==> src/rtl/calc_seq.sv <==
// Sequential calculator: single-cycle add/sub/mul/not, and a multi-cycle restoring
// divider for div/mod. Each result is held in DONE until the consumer accepts it.
module calc_seq #(
    parameter  int WIDTH = 4,
    localparam int RES_W = 2 * WIDTH
) (
    input  logic             clk,
    input  logic             rst_n,
    input  logic             in_valid,
    output logic             in_ready,
    input  logic [WIDTH-1:0] a,
    input  logic [WIDTH-1:0] b,
    input  logic [2:0]       oper,
    output logic             out_valid,
    input  logic             out_ready,
    output logic [RES_W-1:0] out,
    output logic             err
);

    localparam int CNT_W = (WIDTH > 1) ? $clog2(WIDTH) : 1;
    localparam logic [CNT_W-1:0] LAST_STEP = CNT_W'(WIDTH - 1);

    localparam logic [2:0] OP_ADD = 3'b000;
    localparam logic [2:0] OP_SUB = 3'b001;
    localparam logic [2:0] OP_MUL = 3'b010;
    localparam logic [2:0] OP_DIV = 3'b011;
    localparam logic [2:0] OP_MOD = 3'b100;
    localparam logic [2:0] OP_NOT = 3'b101;

    typedef enum logic [1:0] {
        S_IDLE,
        S_EXEC,
        S_DIVIDE,
        S_DONE
    } state_e;

    state_e             state_q, state_d;
    logic [WIDTH-1:0]   a_q, a_d;
    logic [WIDTH-1:0]   b_q, b_d;
    logic [2:0]         op_q, op_d;
    logic [RES_W-1:0]   out_q, out_d;
    logic               err_q, err_d;
    logic [CNT_W-1:0]   cnt_q, cnt_d;
    logic [WIDTH-1:0]   rem_q, rem_d;
    logic [WIDTH-1:0]   quo_q, quo_d;

    logic [RES_W-1:0]   exec_res;
    logic               exec_err;
    logic [WIDTH:0]     div_shift;
    logic               div_ge;
    logic [WIDTH-1:0]   rem_nxt;
    logic [WIDTH-1:0]   quo_nxt;
    logic               is_divmod;

    // Single-cycle results; div/mod only reach EXEC when b is zero, so they
    // fall into the error branch together with the illegal opcodes.
    always_comb begin
        exec_res = '0;
        exec_err = 1'b0;
        case (op_q)
            OP_ADD:  exec_res = RES_W'(a_q) + RES_W'(b_q);
            OP_SUB:  exec_res = RES_W'(a_q) - RES_W'(b_q);
            OP_MUL:  exec_res = RES_W'(a_q) * RES_W'(b_q);
            OP_NOT:  exec_res = {{WIDTH{1'b0}}, ~a_q};
            default: exec_err = 1'b1;
        endcase
    end

    // One restoring step: shift the next dividend bit into the partial remainder
    // and subtract the divisor if it fits. The quotient register starts out
    // holding the dividend and fills with quotient bits from the bottom.
    always_comb begin
        div_shift = {rem_q, quo_q[WIDTH-1]};
        div_ge    = (div_shift >= {1'b0, b_q});
        rem_nxt   = div_ge ? (div_shift[WIDTH-1:0] - b_q) : div_shift[WIDTH-1:0];
        quo_nxt   = {quo_q[WIDTH-2:0], div_ge};
    end

    assign is_divmod = (oper == OP_DIV) || (oper == OP_MOD);

    // NOTE: every variable assigned here gets its default first, so no path
    // through the case statement can leave one unassigned and infer a latch.
    always_comb begin
        state_d = state_q;
        a_d     = a_q;
        b_d     = b_q;
        op_d    = op_q;
        out_d   = out_q;
        err_d   = err_q;
        cnt_d   = cnt_q;
        rem_d   = rem_q;
        quo_d   = quo_q;
        case (state_q)
            S_IDLE: begin
                if (in_valid) begin
                    a_d  = a;
                    b_d  = b;
                    op_d = oper;
                    if (is_divmod && (b != '0)) begin
                        state_d = S_DIVIDE;
                        cnt_d   = '0;
                        rem_d   = '0;
                        quo_d   = a;
                    end else begin
                        state_d = S_EXEC;
                    end
                end
            end
            S_EXEC: begin
                out_d   = exec_res;
                err_d   = exec_err;
                state_d = S_DONE;
            end
            S_DIVIDE: begin
                rem_d = rem_nxt;
                quo_d = quo_nxt;
                cnt_d = cnt_q + 1'b1;
                if (cnt_q == LAST_STEP) begin
                    out_d   = (op_q == OP_DIV) ? RES_W'(quo_nxt) : RES_W'(rem_nxt);
                    err_d   = 1'b0;
                    state_d = S_DONE;
                end
            end
            S_DONE: begin
                if (out_ready) begin
                    state_d = S_IDLE;
                end
            end
            default: state_d = S_IDLE;
        endcase
    end

    // NOTE: state uses non-blocking assignments so every register samples its
    // next value from the same pre-edge snapshot.
    always_ff @(posedge clk or negedge rst_n) begin
        if (!rst_n) begin
            state_q <= S_IDLE;
            a_q     <= '0;
            b_q     <= '0;
            op_q    <= '0;
            out_q   <= '0;
            err_q   <= 1'b0;
            cnt_q   <= '0;
            rem_q   <= '0;
            quo_q   <= '0;
        end else begin
            state_q <= state_d;
            a_q     <= a_d;
            b_q     <= b_d;
            op_q    <= op_d;
            out_q   <= out_d;
            err_q   <= err_d;
            cnt_q   <= cnt_d;
            rem_q   <= rem_d;
            quo_q   <= quo_d;
        end
    end

    assign in_ready  = (state_q == S_IDLE);
    assign out_valid = (state_q == S_DONE);
    assign out       = out_q;
    assign err       = err_q;

endmodule

==> config.mk <==
export PLATFORM = sky130hd
export DESIGN_NAME = calc_seq
export DESIGN_NICKNAME = d
export VERILOG_FILES = /design/src/rtl/calc_seq.sv
export SDC_FILE = /design/constraint.sdc
export NUM_CORES = 1
export LEC_CHECK = 0
export CORE_ASPECT_RATIO = 0.6
export CORE_MARGIN = 8
export CORE_UTILIZATION = 45
export DETAILED_ROUTE_END_ITERATION = 8
export PLACE_DENSITY = 0.67
export REMOVE_ABC_BUFFERS = 1
export SLEW_MARGIN = 20
export SYNTH_ARGS = -nofsm -noshare
export SYNTH_HDL_FRONTEND = slang
export SYNTH_SLANG_ARGS = --single-unit
==> constraint.sdc <==
create_clock -name clk -period 4.5 [get_ports clk]
set_clock_uncertainty 0.2 [all_clocks]
set_input_delay 1.35 -clock clk [delete_from_list [all_inputs] [get_ports clk]]
set_output_delay 1.35 -clock clk [all_outputs]
set_load 0.01 [all_outputs]
After elaboration in Yosys (flattened, before gate mapping)
Index checks and enable logic that the tools add are counted.
{ "word_totals": {"regBits": 32, "input_bits": 15, "out_inout_bits": 11, "word_cells": 64} }
{ "op_classes": {"add_sub_neg": 4, "mul": 1, "order_cmp": 1, "eq_ne": 14, "muxes": 22, "bitwise_logic": 1, "n_reduce_logical": 12} }
{ "op_table": {"columns": ["op", "count"], "rows": [
  ["case mux 8 bit (4 select lines)", 1],
  ["two-way mux 4 bit", 6],
  ["case mux 4 bit (2 select lines)", 2],
  ["case mux 8 bit (2 select lines)", 1],
  ["two-way mux 2 bit", 6],
  ["equality test 3 x 2 -> 1 bit, second input constant", 3],
  ["multiplier 4 x 4 -> 8 bit", 1],
  ["two-way mux 8 bit", 1],
  ["case mux 2 bit (4 select lines)", 1],
  ["equality test 2 bit, second input constant", 3],
  ["equality test 3 bit, second input constant", 2],
  ["AND reduction 3 bit", 2],
  ["adder 4 x 4 -> 5 bit", 1],
  [">= comparator 5 x 4 -> 1 bit", 1],
  ["subtractor 4 x 4 -> 5 bit", 1],
  ["inequality test 2 x 1 -> 1 bit, second input constant", 2],
  ["inequality test 2 bit, second input constant", 2],
  ["NOT 4 bit", 1],
  ["case mux 2 bit (2 select lines)", 1],
  ["AND reduction 2 bit", 2],
  ["nonzero test 2 bit", 2],
  ["nonzero test 4 bit", 1],
  ["OR reduction 4 bit", 1],
  ["subtractor 4 bit", 1],
  ["other kinds (9)", 10]
]} }

Depth between registers and ports, before layout
{ "depth": {"ltp_word": 6, "mapped_depth": 13, "depth_no_buf": 13} }

Least setup slack after synthesis
OpenSTA, ideal clock, no wires.
{ "synth_path": {"kind": "register to register", "startpoint": "reg a_q[1]", "endpoint": "reg out_q[6], in the netlist out[6]", "arrival_ns": 2.849, "required_ns": 4.178, "slack_ns": 1.329, "path_stages_with_launch": 13, "n_path_buf": 0, "synth_period_minus_slack_ns": 3.171, "path_cell_list": "dfrtp_1 > nand2_1 > fa_1 > inv_1 > fa_1 > inv_1 > fa_1 > inv_1 > a21o_1 > a21oi_1 > xor2_1 > o21ai_0 > a32o_1"} }
{ "synth_between": {"elab_chain_cells": 3, "elab_cells_between_ends": 4, "cone_classes": "1 x add/sub; 1 x mul; 2 x mux"} }
{ "synth_lines": {"columns": ["element", "line_no", "text"], "rows": [
  ["from (decl)", "38", "logic [WIDTH-1:0] a_q, a_d;"],
  ["from (signal assigned)", "138", "a_q <= '0;"],
  ["from (signal assigned)", "148", "a_q <= a_d;"],
  ["multiplier 4 x 4 -> 8 bit or subtractor 4 x 4 -> 5 bit (tied branches)", "63, 62", null],
  ["case mux 8 bit (4 select lines) (*)", "60", "case (op_q)"],
  ["case mux 8 bit (2 select lines) (*)", "93", "case (state_q)"],
  ["to (signal assigned)", "151", "out_q <= out_d;"],
  ["to (decl)", "41", "logic [RES_W-1:0] out_q, out_d;"]
]} }
Every way passes the cells marked *; elsewhere a longest branch is shown, timed or not.
A chain may end at the register's enable or synchronous reset.

Worst setup path after layout
Ends and elaborated chain as after synthesis.

==> results.py <==
metrics = {
    "routing": {
        "drt-vias-per-instance": 5.51,
        "wl_per_cell_um": 15.9,
        "post-route-drc-count": 0,
        "drtPass1Iterations": 4,
        "detailroute.via_count": 1977,
        "wl_um": 5720,
        "ant_nets": 0,
        "first_iter_violations": 123,
    },
    "timing": {
        "worst_pin_slew_ns": 0.697,
        "fin_worst_hold_slack_ns": 0.279,
        "grt_setup_unrepaired": "false",
        "final_min_period_over_clock_period_pct": 75.0,
        "hold_viol": 0,
        "setup_total_negative_slack_ns": 0,
        "timing.max_slew.rel_slack_pct": 53.6,
        "setup_violations": 0,
        "timing.fmax_mhz": 296,
        "final-max-slew-violation-count": 0,
        "min_period_ns": 3.38,
    },
    "min_path": {
        "worst_hold_startpoint": "err$_DFFE_PN0P_",
        "timing.hold.worst.class": "reg -> reg",
        "hold-path-cell-count": 2,
        "hold_end": "err$_DFFE_PN0P_",
    },
    "logic_synthesis": {
        "synthesis.yosys.warnings": 0,
        "post_synth_xor_area_fraction_pct": 2.49,
        "synth_simple_gate_area_share_pct": 14.4,
        "postSynthRegisterBits": 32,
        "synth.avg_cell_area_sq_um": 9.36,
        "synth_common_cells": "32 x sky130_fd_sc_hd__dfrtp_1, 28 x sky130_fd_sc_hd__ha_1, 28 x sky130_fd_sc_hd__nand2_1, 26 x sky130_fd_sc_hd__inv_1, 18 x sky130_fd_sc_hd__o21ai_0",
        "synth_compound_gate_area_share_pct": 16.6,
        "synth-edff-count": 0,
        "ranking_of_synthesized_cells_by_area": "sky130_fd_sc_hd__dfrtp_1 33%, sky130_fd_sc_hd__ha_1 14%, sky130_fd_sc_hd__fa_1 5.7%",
        "fraction_of_registers_with_async_set_reset_pct": 100,
        "synth_ff_type": "sky130_fd_sc_hd__dfrtp_1",
        "netlist-cell-type-count": 47,
        "ys_seq_area_share_pct": 32.5,
        "synth_top_area_share_pct": 32.5,
        "synth_top_family_by_area": "adder cells",
        "netlist_area_sq_um": 2460,
        "post_synth_mux_area_share_pct": 8.74,
        "syn-instance-count": 263,
        "synth_largest_area_cell": "sky130_fd_sc_hd__dfrtp_1",
        "synthMostInstantiatedCell": "sky130_fd_sc_hd__dfrtp_1",
        "post_synth_fa_ha_maj_area_fraction_pct": 19.9,
    },
    "worst_setup_path": {
        "crit_type": "reg -> reg",
        "critical_path_required_ns": 4.47,
        "critPathLaunchType": "register",
        "critical_path.top_delay_family": "adder cells",
        "timing.rr.start": "a_q[1]$_DFFE_PN0P_",
        "critical_path_arrival_ns": 3.35,
        "crit_path_max_incr_delay_ns": 0.56,
        "timing.rr.end": "out[6]$_DFFE_PN0P_",
        "worst_path_max_delay_cell": "sky130_fd_sc_hd__fa_1",
        "path_cells": "nand2_1 -> fa_1 -> inv_1 -> fa_1 -> inv_1 -> fa_1 -> inv_1 -> a21o_1 -> a21oi_1 -> xor2_1 -> o21ai_0 -> a32o_1",
        "cp_max_fo": 9,
        "worst-path-buf-inv": 3,
        "r2r.worst_path.cells": 12,
        "reg2reg_setup_slack_ns": 1.12,
        "cp-end-kind": "register",
    },
    "cts": {
        "clk_pin_slew_worst_setup_hold_paths_ns": 0.07,
        "holdBufCountCts": 0,
        "cts.sinks": 32,
        "ctsRootBufferMaster": "sky130_fd_sc_hd__clkbuf_8",
        "numCtsBuffers": 5,
        "post-cts-setup-buffer-count": 0,
        "cts-root-to-sink-buffers": 2,
        "clkLatencyLatePin_ns": 0.29,
        "ctsResizeCount": 0,
        "h-tree-depth": 2,
        "cts_tree": "yes",
    },
    "placement": {
        "gpl.final_weighted_congestion": 0.934,
        "placement.io_buffers": 25,
        "detailed_place_hpwl_um": 4580,
        "placedInstanceArea_sq_um": 2780,
    },
    "floorplan": {
        "total_die_area_sq_um": 8170,
        "row_count": 21,
        "fp.dieW_um": 111,
        "floorplan_core_area_sq_um": 5410,
        "top_level_i_o_count": 26,
        "dieHeight_um": 73.3,
        "start_util_pct": 45.5,
    },
    "grt": {
        "grt_first_pass_wirelength_um": 9870,
        "first_global_vias": 1989,
        "grt_resource_usage_total_pct": 14.9,
        "grt_max_degree": 33,
        "grt_antenna_before_repair": 0,
        "grt-ovfl-total": 0,
    },
    "finish": {
        "fill_cells": 522,
        "num_antenna_cells": 0,
        "multi_input_comb_area_sq_um": 1530,
        "synthToLayoutAreaGrowth_pct": 17.3,
        "final_cell_area_sq_um": 2890,
        "final_layout_size_suffix_gt1_share_pct": 8.97,
        "nets": 339,
        "layout.area.seq_sq_um": 801,
    },
    "power_and_ir_drop": {
        "p_per_area_nw_per_um2": 873,
        "pwr-share-seq_pct": 23.7,
        "power.share.combinational_pct": 65.3,
        "internal-power_mw": 1.32,
        "switching_share_pct": 47.6,
        "irDropWorstVdd_v": 0.000384,
        "pwr-share-clk_pct": 11.0,
        "total_leakage_power_nw": 1.35,
        "net_load_switching_power_mw": 1.20,
        "post-layout-total-power_mw": 2.52,
    },
    "job": {
        "max_cap_viol_count": 0,
    },
    "status": {
        "status": "complete, no violations",
    },
}
[kinds of logic (layout without fill, tap and decap cells)]
| family | after synthesis | count (layout) |
|---|---|---|
| buffers and inverters | 34 | 61 |
| AOI/OAI and AO/OA | 63 | 63 |
| DFF | 32 | 32 |
| muxes | 20 | 20 |
| adders and majority gates | 35 | 35 |
| and+or+nand+nor | 72 | 72 |
| xor gates and xnor gates | 7 | 7 |
[per-layer routing]
| metal | share of wire [%] | global-route usage (%) |
|---|---|---|
| met1 | 56 | 22.0 |
| met2 | 37 | 20.3 |
| met3 | 6.5 | 4.81 |
| met4 | 0.63 | 2.94 |
| met5 | 0 | 0 |
[flip-flops by register name (all words and copies together) (netlist names)]
name	flops
state_q	2
out	8
a_q	4
cnt_q	2
rem_q	4
err	1
b_q	4
op_q	3
quo_q	4
[through the flow]
step / std cells / utilization, % / setup slack, ns
floorplan: 255 / - / 1.33
global placement: 351 / 51.4 / 1.21
detailed placement: 351 / 51.4 / 1.13
CTS: 359 / 53.4 / 1.11
global route: 359 / 53.4 / 0.879
finish: 359 / 53.4 / 1.12
[worst max path at each step]
| stage | start | end | slack (ns) | cells after the start |
|---|---|---|---|---|
| 3_3_place_gp | a_q[1]$_DFFE_PN0P_ | out[6]$_DFFE_PN0P_ | 1.21 | 12 |
| 2_1_floorplan | a_q[1]$_DFFE_PN0P_ | out[6]$_DFFE_PN0P_ | 1.33 | 12 |
| 4_1_cts | a_q[1]$_DFFE_PN0P_ | out[6]$_DFFE_PN0P_ | 1.11 | 12 |
| 3_5_place_dp | a_q[1]$_DFFE_PN0P_ | out[6]$_DFFE_PN0P_ | 1.13 | 12 |
| 5_1_grt | a_q[1]$_DFFE_PN0P_ | out[4]$_DFFE_PN0P_ | 0.88 | 11 |
| 6_report | a_q[1]$_DFFE_PN0P_ | out[6]$_DFFE_PN0P_ | 1.12 | 12 |
[cell usage in the layout (no fill, tap or decap), drive strengths merged, types with 3 or more instances in the layout]
master and n:
a21o 4, a21oi 14, a31oi 3, and2 7, clkbuf 6, clkdlybuf4s50 25
dfrtp 32, fa 7, ha 28, inv 26, mux2 12, mux2i 8
nand2 28, nand2b 6, nand3 5, nor2 16, o21ai 18, o22ai 3
o31ai 5, xor2 5
[power groups by stage]
stage / sequential, mW / combinational, mW / clock, mW
6_report: 0.597 / 1.65 / 0.277
3_5_place_dp: 0.603 / 1.64 / 0
4_1_cts: 0.595 / 1.66 / 0.280
2_1_floorplan: 0.552 / 1.22 / 0
3_3_place_gp: 0.598 / 1.63 / 0
5_1_grt: 0.620 / 1.88 / 0.295
[tightest hold or removal path, stage by stage, from the launching register on]
cell                      delay, ns
sky130_fd_sc_hd__dfrtp_1       0.34
sky130_fd_sc_hd__nand2_1       0.05
sky130_fd_sc_hd__o31ai_1       0.05
[final cells by class]
cell class                 instances  area share (%)
tap                               69            2.99
timing repair buffer              27            9.19
clock inverter                     2            1.21
inverter                          26            3.38
sequential                        32            27.7
multi-input combinational        197            53.0
clock buffer                       6            2.51
Power figures use the tool's default switching activity.
